`src/rtl/mips_mem_pkg.sv`:
```
// Shared definitions for the program-image memory loader.
// Optional feature macro used by mem_loader: MEM_LOADER_CHECKSUM_EN.
package mips_mem_pkg;

  localparam int unsigned WORD_W = 32;

  // Memory access-size encodings
  localparam logic [1:0] ACCESS_WORD = 2'b00;
  localparam logic [1:0] ACCESS_HALF = 2'b01;
  localparam logic [1:0] ACCESS_BYTE = 2'b10;

  // Loader defaults
  localparam logic [31:0] DEFAULT_START_ADDR = 32'h8002_0000;
  localparam int unsigned DEFAULT_DEPTH      = 1048576;
  localparam int unsigned DEFAULT_FIFO_DEPTH = 4;
  localparam logic [31:0] WORD_BYTES         = 32'd4;

  typedef enum logic [2:0] {
    ST_IDLE  = 3'd0,
    ST_LOAD  = 3'd1,
    ST_DRAIN = 3'd2,
    ST_DONE  = 3'd3,
    ST_ERROR = 3'd4
  } loader_state_t;

  // Byte address of the word following a
  function automatic logic [31:0] next_word_addr(input logic [31:0] a);
    return a + WORD_BYTES;
  endfunction

endpackage

```
`src/rtl/loader_fifo.sv`:
```
// Synchronous staging FIFO between the image stream and the memory port.
// A pop only frees a slot for the following cycle; push while full is dropped.
module loader_fifo
  import mips_mem_pkg::*;
#(
  parameter int unsigned WIDTH = WORD_W,
  parameter int unsigned DEPTH = 4
) (
  input  logic                         clock,
  input  logic                         reset,
  input  logic                         flush,
  input  logic                         push,
  input  logic [WIDTH-1:0]             wdata,
  input  logic                         pop,
  output logic [WIDTH-1:0]             head,
  output logic                         full,
  output logic                         empty,
  output logic [$clog2(DEPTH):0]       count
);

  localparam int unsigned AW = $clog2(DEPTH);
  localparam int unsigned CW = AW + 1;
  localparam logic [AW:0] PTR_ONE = CW'(1);

  logic [WIDTH-1:0] mem [DEPTH];
  logic [AW:0]      wr_ptr;
  logic [AW:0]      rd_ptr;
  logic             do_push;
  logic             do_pop;

  assign count   = wr_ptr - rd_ptr;
  assign full    = (count == CW'(DEPTH));
  assign empty   = (count == CW'(0));
  assign head    = mem[rd_ptr[AW-1:0]];
  assign do_push = push && !full;
  assign do_pop  = pop && !empty;

  // Pointer update; flush and reset both empty the queue
  always_ff @(posedge clock) begin
    if (reset || flush) begin
      wr_ptr <= '0;
      rd_ptr <= '0;
    end else begin
      if (do_push) wr_ptr <= wr_ptr + PTR_ONE;
      if (do_pop)  rd_ptr <= rd_ptr + PTR_ONE;
    end
  end

  // Storage write; contents need no reset since pointers gate visibility
  always_ff @(posedge clock) begin
    if (do_push && !reset && !flush) mem[wr_ptr[AW-1:0]] <= wdata;
  end

endmodule

```
`src/rtl/mem_loader.sv`:
```
// Streams a program image into memory starting at START_ADDR, then hands
// off to the fetch stage. Writes beyond the window stop the loader in ERROR.
// Optional running checksum of written words: define MEM_LOADER_CHECKSUM_EN.
module mem_loader
  import mips_mem_pkg::*;
#(
  parameter logic [31:0] START_ADDR = DEFAULT_START_ADDR,
  parameter int unsigned DEPTH      = DEFAULT_DEPTH,
  parameter int unsigned FIFO_DEPTH = DEFAULT_FIFO_DEPTH
) (
  input  logic        clock,
  input  logic        reset,
  input  logic        start,
  input  logic        in_valid,
  input  logic [31:0] in_data,
  input  logic        in_last,
  output logic        in_ready,
  output logic [31:0] address,
  output logic [31:0] data_in,
  output logic [1:0]  access_size,
  output logic        rw,
  output logic        enable,
  input  logic        busy,
  output logic [31:0] words_written,
  output logic        done,
  output logic        error,
  output logic        enable_fetch,
  output logic [31:0] checksum
);

  localparam int unsigned FIFO_CW = $clog2(FIFO_DEPTH) + 1;
  localparam logic [32:0] LIMIT   = 33'(START_ADDR) + 33'(DEPTH);

  loader_state_t        state;
  logic [31:0]          head;
  logic                 fifo_full;
  logic                 fifo_empty;
  logic [FIFO_CW-1:0]   fifo_count;
  logic                 active;
  logic                 pending;
  logic                 overflow;
  logic                 accept;
  logic                 wr_done;
  logic                 session_start;

  // Request and handshake decode from registered state
  assign active        = (state == ST_LOAD) || (state == ST_DRAIN);
  assign pending       = active && !fifo_empty;
  assign overflow      = ({1'b0, address} >= LIMIT);
  assign enable        = pending && !overflow;
  assign in_ready      = (state == ST_LOAD) && !fifo_full;
  assign accept        = in_valid && in_ready;
  assign wr_done       = enable && !rw && !busy;
  assign session_start = start && ((state == ST_IDLE) || (state == ST_DONE));
  assign data_in       = fifo_empty ? 32'd0 : head;
  assign access_size   = ACCESS_WORD;

  loader_fifo #(
    .WIDTH (32),
    .DEPTH (FIFO_DEPTH)
  ) u_fifo (
    .clock (clock),
    .reset (reset),
    .flush (session_start),
    .push  (accept),
    .wdata (in_data),
    .pop   (wr_done),
    .head  (head),
    .full  (fifo_full),
    .empty (fifo_empty),
    .count (fifo_count)
  );

  // Loader FSM with registered status, address and write counter
  always_ff @(posedge clock) begin
    if (reset) begin
      state         <= ST_IDLE;
      address       <= START_ADDR;
      rw            <= 1'b1;
      words_written <= 32'd0;
      done          <= 1'b0;
      error         <= 1'b0;
      enable_fetch  <= 1'b0;
    end else begin
      case (state)
        ST_IDLE, ST_DONE: begin
          if (start) begin
            state         <= ST_LOAD;
            address       <= START_ADDR;
            rw            <= 1'b0;
            words_written <= 32'd0;
            done          <= 1'b0;
            enable_fetch  <= 1'b0;
          end
        end
        ST_LOAD, ST_DRAIN: begin
          if (pending && overflow) begin
            state <= ST_ERROR;
            rw    <= 1'b1;
            error <= 1'b1;
          end else begin
            if (wr_done) begin
              words_written <= words_written + 32'd1;
              address       <= next_word_addr(address);
            end
            if ((state == ST_LOAD) && accept && in_last) begin
              state <= ST_DRAIN;
            end
            if ((state == ST_DRAIN) &&
                (fifo_empty || (wr_done && fifo_count == FIFO_CW'(1)))) begin
              state        <= ST_DONE;
              address      <= START_ADDR;
              rw           <= 1'b1;
              done         <= 1'b1;
              enable_fetch <= 1'b1;
            end
          end
        end
        ST_ERROR: begin
          state <= ST_ERROR;
        end
        default: begin
          state <= ST_IDLE;
          rw    <= 1'b1;
        end
      endcase
    end
  end

`ifdef MEM_LOADER_CHECKSUM_EN
  // Running modulo-2^32 sum of every completed write
  always_ff @(posedge clock) begin
    if (reset || session_start) begin
      checksum <= 32'd0;
    end else if (wr_done) begin
      checksum <= checksum + data_in;
    end
  end
`else
  assign checksum = 32'd0;
`endif

endmodule
```
`config.mk`:
```
export PLATFORM = sky130hd
export DESIGN_NAME = mem_loader
export DESIGN_NICKNAME = d
export VERILOG_FILES = /design/src/rtl/mips_mem_pkg.sv /design/src/rtl/loader_fifo.sv /design/src/rtl/mem_loader.sv
export SDC_FILE = /design/constraint.sdc
export NUM_CORES = 1
export LEC_CHECK = 0
export ABC_CLOCK_PERIOD_IN_PS = 9300
export CAP_MARGIN = 20
export CELL_PAD_IN_SITES_DETAIL_PLACEMENT = 1
export CELL_PAD_IN_SITES_GLOBAL_PLACEMENT = 2
export CORE_MARGIN = 10
export CORE_UTILIZATION = 37
export CTS_CLUSTER_DIAMETER = 200
export DETAILED_ROUTE_END_ITERATION = 8
export PLACE_DENSITY = 0.9
export SYNTH_ARGS = -nofsm -noshare
export SYNTH_HDL_FRONTEND = slang
export SYNTH_SLANG_ARGS = --single-unit
```
`constraint.sdc`:
```
create_clock -name clock -period 9.3 [get_ports clock]
set_input_delay 1.86 -clock clock [delete_from_list [all_inputs] [get_ports clock]]
set_output_delay 1.86 -clock clock [all_outputs]
set_load 0.05 [all_outputs]
```
==> results of run 1 <==
[worst max-delay path by stage]
stage,endpoint,slack (ns),start
5_1_grt,data_in[10],3.95,u_fifo.wr_ptr[0]$_SDFFE_PP0P_
3_3_place_gp,address[8]$_SDFFE_PP0P_,4.67,start
6_report,data_in[26],4.14,u_fifo.wr_ptr[0]$_SDFFE_PP0P_
3_5_place_dp,address[8]$_SDFFE_PP0P_,4.66,start
4_1_cts,data_in[26],4.10,u_fifo.wr_ptr[0]$_SDFFE_PP0P_
2_1_floorplan,u_fifo.mem[3][0]$_DFFE_PP_,4.81,u_fifo.wr_ptr[0]$_SDFFE_PP0P_
[kinds of logic (layout without fill, tap and decap cells)]
group           count (synthesis)  in the layout  share of synthesized area (%)
simple gates                  253            253                          15.45
flops                         204            204                          59.16
compound gates                114            114                          8.416
buf+inv                        86            212                          5.229
mux                            32             32                          7.947
xor+xnor                       22             22                          2.290
fa+ha+maj                      10             10                          1.463
other cells                     1             38                        0.04135
[stage by stage]
step | util [%] | total power, W | cell area (um^2)
floorplan | - | 0.001101 | 9200
global placement | 43.96 | 0.001140 | 10660
detailed placement | 43.96 | 0.001143 | 10660
CTS | 47.22 | 0.002081 | 11450
global route | 47.33 | 0.002129 | 11480
finish | 47.35 | 0.002061 | 11480
[power groups by stage]
| stage | Clock (W) | Combinational (W) | Sequential [W] |
|---|---|---|---|
| 2_1_floorplan | 0 | 0.000111 | 0.000991 |
| 3_3_place_gp | 0 | 0.000150 | 0.000990 |
| 3_5_place_dp | 0 | 0.000153 | 0.000991 |
| 4_1_cts | 0.000956 | 0.000154 | 0.000972 |
| 5_1_grt | 0.000993 | 0.000164 | 0.000972 |
| 6_report | 0.000937 | 0.000153 | 0.000972 |
[cell type report]
cell class                      count  area, um^2  share of cell area [%]
Antenna cell                        2       5.005                 0.04359
Clock inverter                     11       120.1                   1.046
Inverter                           19       71.32                  0.6211
Tap cell                          324       405.4                   3.531
Clock buffer                       34       669.4                   5.830
Sequential cell                   204        5366                   46.74
Timing Repair Buffer              148        1474                   12.84
Multi-Input combinational cell    467        3371                   29.36
[routing by layer]
metal	routed length [um]	vias up	share of wire, %
met5	0	-	0
met3	2043	28	8.4
met1	10340	3106	42
li1	-	2945	-
met2	11740	189	48
met4	324	0	1.3
[state kept, by name (all words and copies together), names as in the netlist, named ones only]
signal	count
u_fifo.mem	128
words_written	32
address	30
state	3
u_fifo.rd_ptr	3
u_fifo.wr_ptr	3
enable_fetch	1
error	1
rw	1
[worst min-delay path: stages (launching register included)]
cell	delay, ns
dfxtp_1	0.31
inv_1	0.05
a21oi_1	0.05
[Yosys cell counts, drive strengths merged, types with 19 or more instances]
| cell type | count |
|---|---|
| or3 | 21 |
| mux4 | 32 |
| a21oi | 32 |
| nor2b | 35 |
| buf | 44 |
| nor2 | 37 |
| o21ai | 28 |
| clkbuf | 23 |
| edfxtp | 128 |
| and3 | 19 |
| dfxtp | 76 |
| nand2 | 43 |
| nand3 | 35 |
[placed cells by master (no fill, tap or decap), types with 5 or more instances in the layout]
master,synthesis,routed
dfxtp_1,76,75
xnor2_1,15,15
nor2_1,37,35
a21o_1,9,9
and2_1,5,5
conb_1,1,36
xor2_1,6,6
and3_1,19,19
nor3_1,15,15
nor2b_1,35,35
a21oi_1,32,32
o31ai_1,6,6
or4_1,12,12
or3_1,21,21
mux4_2,32,32
clkbuf_16,0,25
nand4_1,7,7
o21ai_0,28,28
nand3_1,34,34
edfxtp_1,128,128
clkinv_2,0,5
a211oi_1,8,8
ha_1,9,9
clkbuf_1,23,8
inv_1,18,18
a31oi_1,8,8
buf_4,37,10
nand2_1,43,43
clkdlybuf4s50_1,0,137
==> summary.md, run 1 <==
| Metric | Value |
|---|---|
| Number of hold-slack violations in the final timing report | `0` |
| Required @ worst endpoint | `7.44 ns` |
| CP Launch Type | `register` |
| Post-CTS setup buffer count | `0` |
| Vias in the first global route | `~6.6k` |
| WHS | `~0.45 ns` |
| Die Width | `~180 um` |
| Switching Power | `about 0.00049 W` |
| Final #Nets | `around 900` |
| Sequential Power Share | `a little under half` |
| Drt pass-1 iters | `5` |
| RSZ-0062 raised after global routing | `no` |
| Ratio of total power to cell area | `~180 mW/mm^2` |
| Syn avg cell area | `~13 um^2` |
| Crit Path Class | `reg -> out` |
| CTS Hold Buffers Added | `0` |
| Endpoints failing setup | `0` |
| Synth Cell Area | `0.009069 mm^2` |
| Post-synthesis instance total | `approximately 720` |
| Critical path fanouts, max | `32` |
| Number of DRC markers in iteration 0 | `357` |
| CTS Buffer Depth | `3` |
| Slowest CP cell | `clkdlybuf4s50_1` |
| Sw Share | `between 20% and 30%` |
| CTS buffer count | `25` |
| Area growth from synthesis to layout | `26.61%` |
| Top post-synthesis cells by area | `edfxtp_1 (42%), dfxtp_1 (17%), mux4_2 (7.9%)` |
| Primary FF master, synth | `edfxtp_1` |
| Row cnt | `57` |
| TNS Setup | `0 ns` |
| Crit-path leading delay family | `buffers and inverters` |
| Largest net degree at the start of global routing | `34` |
| Initial antenna violation count | `1` |
| Die Y | `176.6 um` |
| Outcome | `complete, no violations` |
| Leakage | `3.726 nW` |
| # port buffers | `between 100 and 150` |
| Final worst-path cycle share | `approximately 56%` |
| Worst-case reg-to-reg path depth | `9` |
| Comb pwr share | `~7.4%` |
| Post-cts gate resize count | `0` |
| Max-slew headroom | `a little under a third` |
| DRC | `0` |
| Vias/cell | `about 5.2` |
| Synth warn | `0` |
| Sinks on Clock Net | `204` |
| CP cell instances | `inv_1 -> ha_1 -> fa_1 -> xor3_1 -> nor2_2 -> buf_4 -> nor2b_1 -> clkdlybuf4s50_1` |
| Setup ws final | `4.137 ns` |
| Ports | `approximately 170` |
| # fillers | `~2.6k` |
| Clock Latency Late Sink | `about 0.53 ns` |
| Core Area | `0.02425 mm^2` |
| GRT Total Usage | `between 10% and 20%` |
| Hold Path Stages | `2` |
| Crit path DAT | `roughly 3.3 ns` |
| Count of flip-flops with a built-in enable after synthesis | `128` |
| Register area share after synthesis | `roughly three fifths` |
| Avg WL per Cell | `about 20 um` |
| Seq cells post-synth | `approximately 200` |
| WP depth | `8` |
| GRT met1 Usage | `a little under a fifth` |
| Final period demand of the worst path | `around 5.2 ns` |
| GRT met2 Usage | `25.34%` |
| CTS H-tree lvls | `1` |
| Met3 Track Usage GR | `under 10%` |
| Hold endpoint | `error$_SDFFE_PP0P_` |
| Top Usage Layer GRT | `met2` |
| DP Wirelength | `roughly 17 mm` |
| Routed Antenna Nets | `0` |
| Final GP Congestion | `~0.75` |
| Max-cap check violation count | `0` |
| Finished Layout Cells | `roughly 1.2k` |
| Detailed Route WL | `24.45 mm` |
| Vias post-DR | `between 6k and 7k` |
| Area fraction of the dominant cell type after synthesis | `between 40% and 50%` |
| Worst R2R Setup Slack | `about 5.9 ns` |
| Worst-margin pin slew | `about 1.0 ns` |
| Post-synth top area cell | `edfxtp_1` |
| Reg2reg end | `words_written[28]$_SDFFE_PP0P_` |
| Worst Setup End Kind | `output port` |
| Starting density of the core | `37.40%` |
| Hold path start | `error$_SDFFE_PP0P_` |
| Global-route wire length before repair | `between 30 and 40 mm` |
| Placed cell count | `~1.2k` |
| R2R Path Start | `u_fifo.wr_ptr[0]$_SDFFE_PP0P_` |
| GRT overflow | `0` |
| Die area | `0.03117 mm^2` |
| Ys async rst share | `0%` |
| Worst hold path class | `reg -> reg` |
| Crit path largest cell delay | `0.84 ns` |
| Pre-CTS WS | `around 4.7 ns` |
| Critical path buffer and inverter count | `3` |
| Max Slew Vio Count | `0` |
| Skew final | `approximately 0.0088 ns` |
| Share of layout cells above drive strength 1 | `a little over a tenth` |
| Peak supply drop | `121.2 uV` |
| Yosys cell types | `58` |
| Fmax | `approximately 190 MHz` |
| Clock power frac | `between 40% and 50%` |
| Clk slew on worst S/H paths | `0.06 ns` |
| Int Pwr | `roughly 0.0016 W` |
| CTS tree | `done` |
| Clk root buf | `clkbuf_16` |
No activity file was read; power rests on OpenSTA's default activity.
==> run 2, diff against run 1 <==
--- a/config.mk
+++ b/config.mk
@@ -5,15 +5,15 @@
 export SDC_FILE = /design/constraint.sdc
 export NUM_CORES = 1
 export LEC_CHECK = 0
-export ABC_CLOCK_PERIOD_IN_PS = 9300
+export ABC_CLOCK_PERIOD_IN_PS = 4460
 export CAP_MARGIN = 20
 export CELL_PAD_IN_SITES_DETAIL_PLACEMENT = 1
 export CELL_PAD_IN_SITES_GLOBAL_PLACEMENT = 2
 export CORE_MARGIN = 10
-export CORE_UTILIZATION = 37
+export CORE_UTILIZATION = 31
 export CTS_CLUSTER_DIAMETER = 200
 export DETAILED_ROUTE_END_ITERATION = 8
-export PLACE_DENSITY = 0.9
+export PLACE_DENSITY = 0.81
 export SYNTH_ARGS = -nofsm -noshare
 export SYNTH_HDL_FRONTEND = slang
 export SYNTH_SLANG_ARGS = --single-unit
==> constraint.sdc (replaced) <==
create_clock -name clock -period 4.46 [get_ports clock]
set_input_delay 0.892 -clock clock [delete_from_list [all_inputs] [get_ports clock]]
set_output_delay 0.892 -clock clock [all_outputs]
set_load 0.05 [all_outputs]
==> run 2 against run 1 <==
  * Final area increased by 0.98%
  * Clock skew increased by 0.0068 ns
  * Critical endpoint is now data_in[19]
  * Sequential share of layout area decreased by 0.45 points
  * Hold slack improved by 0.021 ns
  * Highest routed layer unchanged
  * Critical path depth unchanged
  * Register-to-register slack got worse by 4.8 ns
  * Sequential cell count unchanged
  * Power increased by 110%
  * Sequential power increased by 110%
  * Global-route usage decreased by 2.3 points
==> summary.md, run 2 (synthesized netlist as in run 1, its figures left out) <==
| Metric | Value |
|---|---|
| Vias in the first global route | `6507 (was 6560)` |
| Outcome | `complete, no violations (unchanged)` |
| Die area | `0.03649 mm^2 (was 0.03117 mm^2)` |
| Routed Antenna Nets | `0 (unchanged)` |
| Clock Latency Late Sink | `0.51 ns (was 0.53 ns)` |
| Sinks on Clock Net | `204 (unchanged)` |
| Crit Path Class | `reg -> out (unchanged)` |
| Ports | `174 (unchanged)` |
| Final period demand of the worst path | `slightly above 4 ns` |
| Finished Layout Cells | `1263 (was 1209)` |
| Max Slew Vio Count | `0 (unchanged)` |
| Die Width | `191.0 um (was 176.6 um)` |
| Number of flip-flops in the largest register | `128 (unchanged)` |
| Critical path fanouts, max | `33 (was 32)` |
| Row cnt | `62 (was 57)` |
| CTS Buffer Depth | `3 (unchanged)` |
| Vias post-DR | `6163 (was 6268)` |
| Initial antenna violation count | `0 (was 1)` |
| Most common cell after layout, fill and taps aside | `clkdlybuf4s50_1 (unchanged)` |
| Final instance area | `0.01159 mm^2 (was 0.01148 mm^2)` |
| Global-route wire length before repair | `37.52 mm (was 37.84 mm)` |
| Core Area | `0.02878 mm^2 (was 0.02425 mm^2)` |
| Vias/cell | `4.880 (was 5.184)` |
| Number of hold-slack violations in the final timing report | `0 (unchanged)` |
| Ratio of total power to cell area | `381.2 mW/mm^2 (was 179.5 mW/mm^2)` |
| Crit path DAT | `3.22 ns (was 3.30 ns)` |
| TNS Setup | `0 ns (unchanged)` |
| Critical Path Source | `u_fifo.wr_ptr[0]$_SDFFE_PP0P_ (unchanged)` |
| Required @ worst endpoint | `3.57 ns (was 7.44 ns)` |
| Leakage | `3.732 nW (was 3.726 nW)` |
| Die Y | `191.0 um (was 176.6 um)` |
| Area growth from synthesis to layout | `27.86% (was 26.61%)` |
| Setup crit end | `data_in[19] (was data_in[26])` |
| Clk root buf | `clkbuf_16 (unchanged)` |
| Final #Nets | `910 (was 913)` |
| Largest net degree at the start of global routing | `38 (was 34)` |
| Detailed Route WL | `24.16 mm (was 24.45 mm)` |
| Drt pass-1 iters | `4 (was 5)` |
| Reg2reg end | `words_written[28]$_SDFFE_PP0P_ (unchanged)` |
| Worst-case reg-to-reg path depth | `9 (unchanged)` |
| Placed cell count | `1220 (was 1161)` |
| WHS | `0.4699 ns (was 0.4494 ns)` |
| DP Wirelength | `16.79 mm (was 16.70 mm)` |
| Worst R2R Setup Slack | `1.07 ns (was 5.91 ns)` |
| CP Launch Type | `register (unchanged)` |
| Placed inst area | `0.01075 mm^2 (was 0.01066 mm^2)` |
| Skew final | `0.01565 ns (was 0.008847 ns)` |
| Starting density of the core | `31.51% (was 37.40%)` |
| R2R Path Start | `u_fifo.wr_ptr[0]$_SDFFE_PP0P_ (unchanged)` |
| Avg WL per Cell | `19.13 um (was 20.22 um)` |
| Final GP Congestion | `0.7239 (was 0.7483)` |
| Post-CTS setup buffer count | `0 (unchanged)` |
| Share of layout cells above drive strength 1 | `11.04% (was 10.53%)` |
| Clk slew on worst S/H paths | `0.06 ns (about the same)` |
| Ant diodes | `0 (was 2)` |
| Max-cap check violation count | `0 (unchanged)` |
| CTS H-tree lvls | `1 (unchanged)` |
| Max-slew headroom | `28.68% (was 31.86%)` |
| CTS buffer count | `24 (was 25)` |
| RSZ-0062 raised after global routing | `no (unchanged)` |
| GRT Total Usage | `12.80% (was 15.10%)` |
| Post-cts gate resize count | `0 (unchanged)` |
| Worst hold path class | `reg -> reg (unchanged)` |
| GRT overflow | `0 (unchanged)` |
| Fmax | `between 200 and 250 MHz` |
| CTS Hold Buffers Added | `0 (unchanged)` |
| # fillers | `3073 (was 2567)` |
| CTS tree | `done (unchanged)` |
| Peak supply drop | `205.2 uV (was 121.2 uV)` |
| Most frequent cells in the layout | `clkdlybuf4s50_1 (137), edfxtp_1 (128), dfxtp_1 (75) (unchanged)` |
| Hold path start | `error$_SDFFE_PP0P_ (unchanged)` |
| Worst Setup End Kind | `output port (unchanged)` |
| Worst-margin pin slew | `1.064 ns (was 1.008 ns)` |
| Number of DRC markers in iteration 0 | `212 (was 357)` |
| Final worst-path cycle share | `92.22%` |
| DRC | `0 (unchanged)` |
| Endpoints failing setup | `0 (unchanged)` |
| # port buffers | `137 (unchanged)` |
run 2: cell types whose count changed in the layout (fill, tap and decap cells not counted), sizes merged:
cell,change
buf,-2
bufinv,+3
clkbuf,-4
clkinv,-2
clkinvlp,+1
diode,-2
run 2: worst min-delay path by stage:
| stage | depth (start not counted) | endpoint |
|---|---|---|
| finish | 2 | error$_SDFFE_PP0P_ |
| global route | 2 | error$_SDFFE_PP0P_ |
| CTS | 2 | error$_SDFFE_PP0P_ |
| detailed placement | 2 | error$_SDFFE_PP0P_ |
| global placement | 2 | error$_SDFFE_PP0P_ |
| floorplan | 2 | u_fifo.wr_ptr[2]$_SDFFE_PP0P_ |
run 2: critical path: stages (launching register included):
cell             delay, ns
dfxtp_1               0.39
inv_1                 0.11
ha_1                  0.21
fa_1                  0.37
xor3_1                0.33
nor2_2                0.05
buf_4                 0.24
nor2b_1               0.17
clkdlybuf4s50_1       0.82
run 2: routing by layer:
layer / global-route usage, % / up-vias / part of all wire (%)
li1: - / 2927 / -
met4: 2.635 / 0 / 1.5
met2: 21.68 / 136 / 48
met1: 15.94 / 3071 / 43
met3: 3.590 / 29 / 7.4
met5: 0 / - / 0
run 2: area by class of cell:
| type | count | area (um^2) | area share (%) |
|---|---|---|---|
| timing repair buffer | 146 | 1451 | 12.52 |
| multi-input combinational | 467 | 3379 | 29.15 |
| tap | 384 | 480.5 | 4.144 |
| clock buffer | 30 | 644.4 | 5.557 |
| sequential | 204 | 5366 | 46.28 |
| inverter | 19 | 71.32 | 0.6151 |
| clock inverter | 13 | 201.4 | 1.737 |
run 2: per-stage QoR:
step	power, W	setup WS, ns	util, %
2_1_floorplan	0.002297	0.4878	-
3_3_place_gp	0.002380	0.9433	37.35
3_5_place_dp	0.002386	0.8666	37.35
4_1_cts	0.004490	0.2867	40.29
5_1_grt	0.004585	0.1629	40.29
6_report	0.004420	0.3471	40.29
run 2: power breakdown:
group          internal [W]  total, W  switching (W)
logic             0.0000893  0.000318       0.000229
registers           0.00202   0.00203     0.00000791
clock network       0.00131   0.00208       0.000761
total               0.00342   0.00442       0.000998
==> run 3, diff against run 2 <==
--- a/config.mk
+++ b/config.mk
@@ -7,13 +7,15 @@
 export LEC_CHECK = 0
 export ABC_CLOCK_PERIOD_IN_PS = 4460
 export CAP_MARGIN = 20
-export CELL_PAD_IN_SITES_DETAIL_PLACEMENT = 1
-export CELL_PAD_IN_SITES_GLOBAL_PLACEMENT = 2
+export CELL_PAD_IN_SITES_DETAIL_PLACEMENT = 0
+export CELL_PAD_IN_SITES_GLOBAL_PLACEMENT = 1
 export CORE_MARGIN = 10
-export CORE_UTILIZATION = 31
+export CORE_UTILIZATION = 46
 export CTS_CLUSTER_DIAMETER = 200
 export DETAILED_ROUTE_END_ITERATION = 8
-export PLACE_DENSITY = 0.81
+export DONT_BUFFER_PORTS = 1
+export MAX_ROUTING_LAYER = met4
+export PLACE_DENSITY = 0.82
 export SYNTH_ARGS = -nofsm -noshare
 export SYNTH_HDL_FRONTEND = slang
 export SYNTH_SLANG_ARGS = --single-unit
==> run 3 against run 2 <==
  * Clock-buffer cell count down 2
  * Sequential power about the same
  * Largest power group is now registers
  * Clock power fell by 11%
  * Clock skew shrank 0.0083 ns
  * Sequential share of layout area increased by 6.3 points
  * Highest routed layer unchanged
  * Power down 6.2%
  * First-iteration DRC count up 35%
  * Die area decreased by 29%
  * Critical endpoint is now enable
  * Largest cell class unchanged
==> summary.md, run 3 (synthesized netlist as in run 1, its figures left out) <==
| Metric | Value |
|---|---|
| Outcome | `complete, no violations (unchanged)` |
| Crit-path leading delay family | `simple AND/OR/NAND/NOR gates (was buffers and inverters)` |
| Global-route wire length before repair | `32.84 mm (was 37.52 mm)` |
| Area of the multi-input gates | `0.003374 mm^2 (was 0.003379 mm^2)` |
| Ports | `174 (unchanged)` |
| Critical path buffer and inverter count | `0 (was 3)` |
| Max Slew Vio Count | `0 (unchanged)` |
| Crit path largest cell delay | `0.62 ns (was 0.82 ns)` |
| Peak supply drop | `270.7 uV (was 205.2 uV)` |
| Detailed Route WL | `20.82 mm (was 24.16 mm)` |
| Drt pass-1 iters | `6 (was 4)` |
| Clk slew on worst S/H paths | `0.06 ns (about the same)` |
| Clock Latency Late Sink | `0.51 ns (about the same)` |
| Number of hold-slack violations in the final timing report | `0 (unchanged)` |
| Die Width | `160.4 um (was 191.0 um)` |
| GRT overflow | `0 (unchanged)` |
| Final #Nets | `805 (was 910)` |
| CTS buffer count | `23 (was 24)` |
| GRT Total Usage | `16.00% (was 12.80%)` |
| Initial antenna violation count | `1 (was 0)` |
| Max-cap check violation count | `0 (unchanged)` |
| Share of layout cells above drive strength 1 | `16.69% (was 11.04%)` |
| Critical path fanouts, max | `7 (was 33)` |
| Vias/cell | `5.584 (was 4.880)` |
| Final worst-path cycle share | `82.57% (was 92.22%)` |
| Post-CTS setup buffer count | `0 (unchanged)` |
| # port buffers | `0 (was 137)` |
| # fillers | `1664 (was 3073)` |
| TNS Setup | `0 ns (unchanged)` |
| Slowest CP cell | `or4_4 (was clkdlybuf4s50_1)` |
| Sinks on Clock Net | `204 (unchanged)` |
| RSZ-0062 raised after global routing | `no (unchanged)` |
| Most frequent cells in the layout | `edfxtp_1 (128), dfxtp_1 (75), nand2_1 (43) (was clkdlybuf4s50_1 (137), edfxtp_1 (128), dfxtp_1 (75))` |
| Crit path DAT | `2.79 ns (was 3.22 ns)` |
| Final GP Congestion | `0.8646 (was 0.7239)` |
| Final period demand of the worst path | `3.682 ns (was 4.113 ns)` |
| Worst-margin pin slew | `0.9688 ns (was 1.064 ns)` |
| DRC | `0 (unchanged)` |
| Area growth from synthesis to layout | `12.64% (was 27.86%)` |
| Register area | `0.005366 mm^2 (unchanged)` |
| Row cnt | `51 (was 62)` |
| Ratio of total power to cell area | `405.7 mW/mm^2 (was 381.2 mW/mm^2)` |
| Most common cell after layout, fill and taps aside | `edfxtp_1 (was clkdlybuf4s50_1)` |
| Starting density of the core | `46.75% (was 31.51%)` |
| Die area | `0.02573 mm^2 (was 0.03649 mm^2)` |
| Number of flip-flops in the largest register | `128 (unchanged)` |
| WHS | `0.4444 ns (was 0.4699 ns)` |
| Post-cts gate resize count | `0 (unchanged)` |
| CTS tree | `done (unchanged)` |
| CTS Hold Buffers Added | `0 (unchanged)` |
| Routed Antenna Nets | `0 (unchanged)` |
| Number of DRC markers in iteration 0 | `286 (was 212)` |
| Vias in the first global route | `5894 (was 6507)` |
| Skew final | `0.007302 ns (was 0.01565 ns)` |
| Largest net degree at the start of global routing | `43 (was 38)` |
| CTS H-tree lvls | `1 (unchanged)` |
| CP cell instances | `or4_4 -> o41ai_4 -> nor2b_1 -> and2_1 (was inv_1 -> ha_1 -> fa_1 -> xor3_1 -> nor2_2 -> buf_4 -> nor2b_1 -> clkdlybuf4s50_1)` |
| Worst Setup End Kind | `output port (unchanged)` |
| CP Launch Type | `register (unchanged)` |
| Avg WL per Cell | `20.03 um (was 19.13 um)` |
| Core Area | `0.01940 mm^2 (was 0.02878 mm^2)` |
| Vias post-DR | `5802 (was 6163)` |
| Required @ worst endpoint | `3.57 ns (about the same)` |
| Endpoints failing setup | `0 (unchanged)` |
| CTS Buffer Depth | `3 (unchanged)` |
| Clk root buf | `clkbuf_16 (unchanged)` |
| Die Y | `160.4 um (was 191.0 um)` |
| Max-slew headroom | `34.53% (was 28.68%)` |
| Worst hold path class | `in -> reg (was reg -> reg)` |
| DP Wirelength | `14.34 mm (was 16.79 mm)` |
| Leakage | `3.386 nW (was 3.732 nW)` |
| Fmax | `271.6 MHz (was 243.1 MHz)` |
| Crit Path Class | `reg -> out (unchanged)` |
-- run 3: cell count changes in the layout (fill, tap and decap cells not counted), moves of 2 or more --
| cell | before | now |
|---|---|---|
| clkbuf_16 | 25 | 23 |
| clkbuf_1 | 5 | 3 |
| clkinv_2 | 3 | 6 |
| buf_4 | 8 | 42 |
| clkdlybuf4s50_1 | 137 | 0 |
| bufinv_16 | 5 | 2 |
| clkbuf_8 | 0 | 2 |
-- run 3: final timing paths --
kind / cells past startpoint / slack, ns / start / to
hold / removal: 1 / 0.44 / reset / address[28]$_SDFFE_PP0P_
hold reg to reg: 2 / 0.53 / u_fifo.wr_ptr[2]$_SDFFE_PP0P_ / u_fifo.wr_ptr[2]$_SDFFE_PP0P_
setup / recovery: 4 / 0.78 / address[28]$_SDFFE_PP0P_ / enable
setup reg to reg: 8 / 1.14 / u_fifo.wr_ptr[0]$_SDFFE_PP0P_ / u_fifo.mem[1][27]$_DFFE_PP_
-- run 3: power by group --
group / switching (W) / leakage, nW / internal (W)
Sequential: 0.0000125 / 1.77 / 0.00202
Combinational: 0.000200 / 1.25 / 0.0000542
Clock: 0.000753 / 0.373 / 0.00111
Total: 0.000966 / 3.39 / 0.00318
-- run 3: area by class of cell --
cell class	count	share of cell area (%)
Antenna cell	1	0.02450
Clock buffer	28	6.014
Clock inverter	13	1.360
Inverter	19	0.6982
Multi-Input combinational cell	467	33.04
Sequential cell	204	52.54
Tap cell	265	3.246
Timing Repair Buffer	42	3.087
-- run 3: worst reg2reg max path: stages (launching register included) --
cell	delay, ns
dfxtp_1	0.41
inv_1	0.11
ha_1	0.20
fa_1	0.36
xor3_1	0.28
a31oi_1	0.20
buf_4	0.24
and2_1	0.34
and3_2	0.81
-- run 3: per-stage QoR --
stage,power [W],worst slack (ns),instance area [um^2],utilization (%),cells
floorplan,0.002297,0.4878,9203,-,757
global placement,0.002319,1.210,9459,48.76,997
detailed placement,0.002324,1.128,9459,48.76,997
CTS,0.004192,0.7499,10210,52.64,1038
global route,0.004291,0.5932,10210,52.66,1039
finish,0.004144,0.7776,10210,52.66,1039
-- run 3: routing by layer --
layer	vias up	routed length [um]	GRT usage (%)
li1	2726	-	-
met1	2866	8086	18.17
met2	178	10170	26.26
met3	32	2211	6.314
met4	0	348	3.548
met5	-	0	-
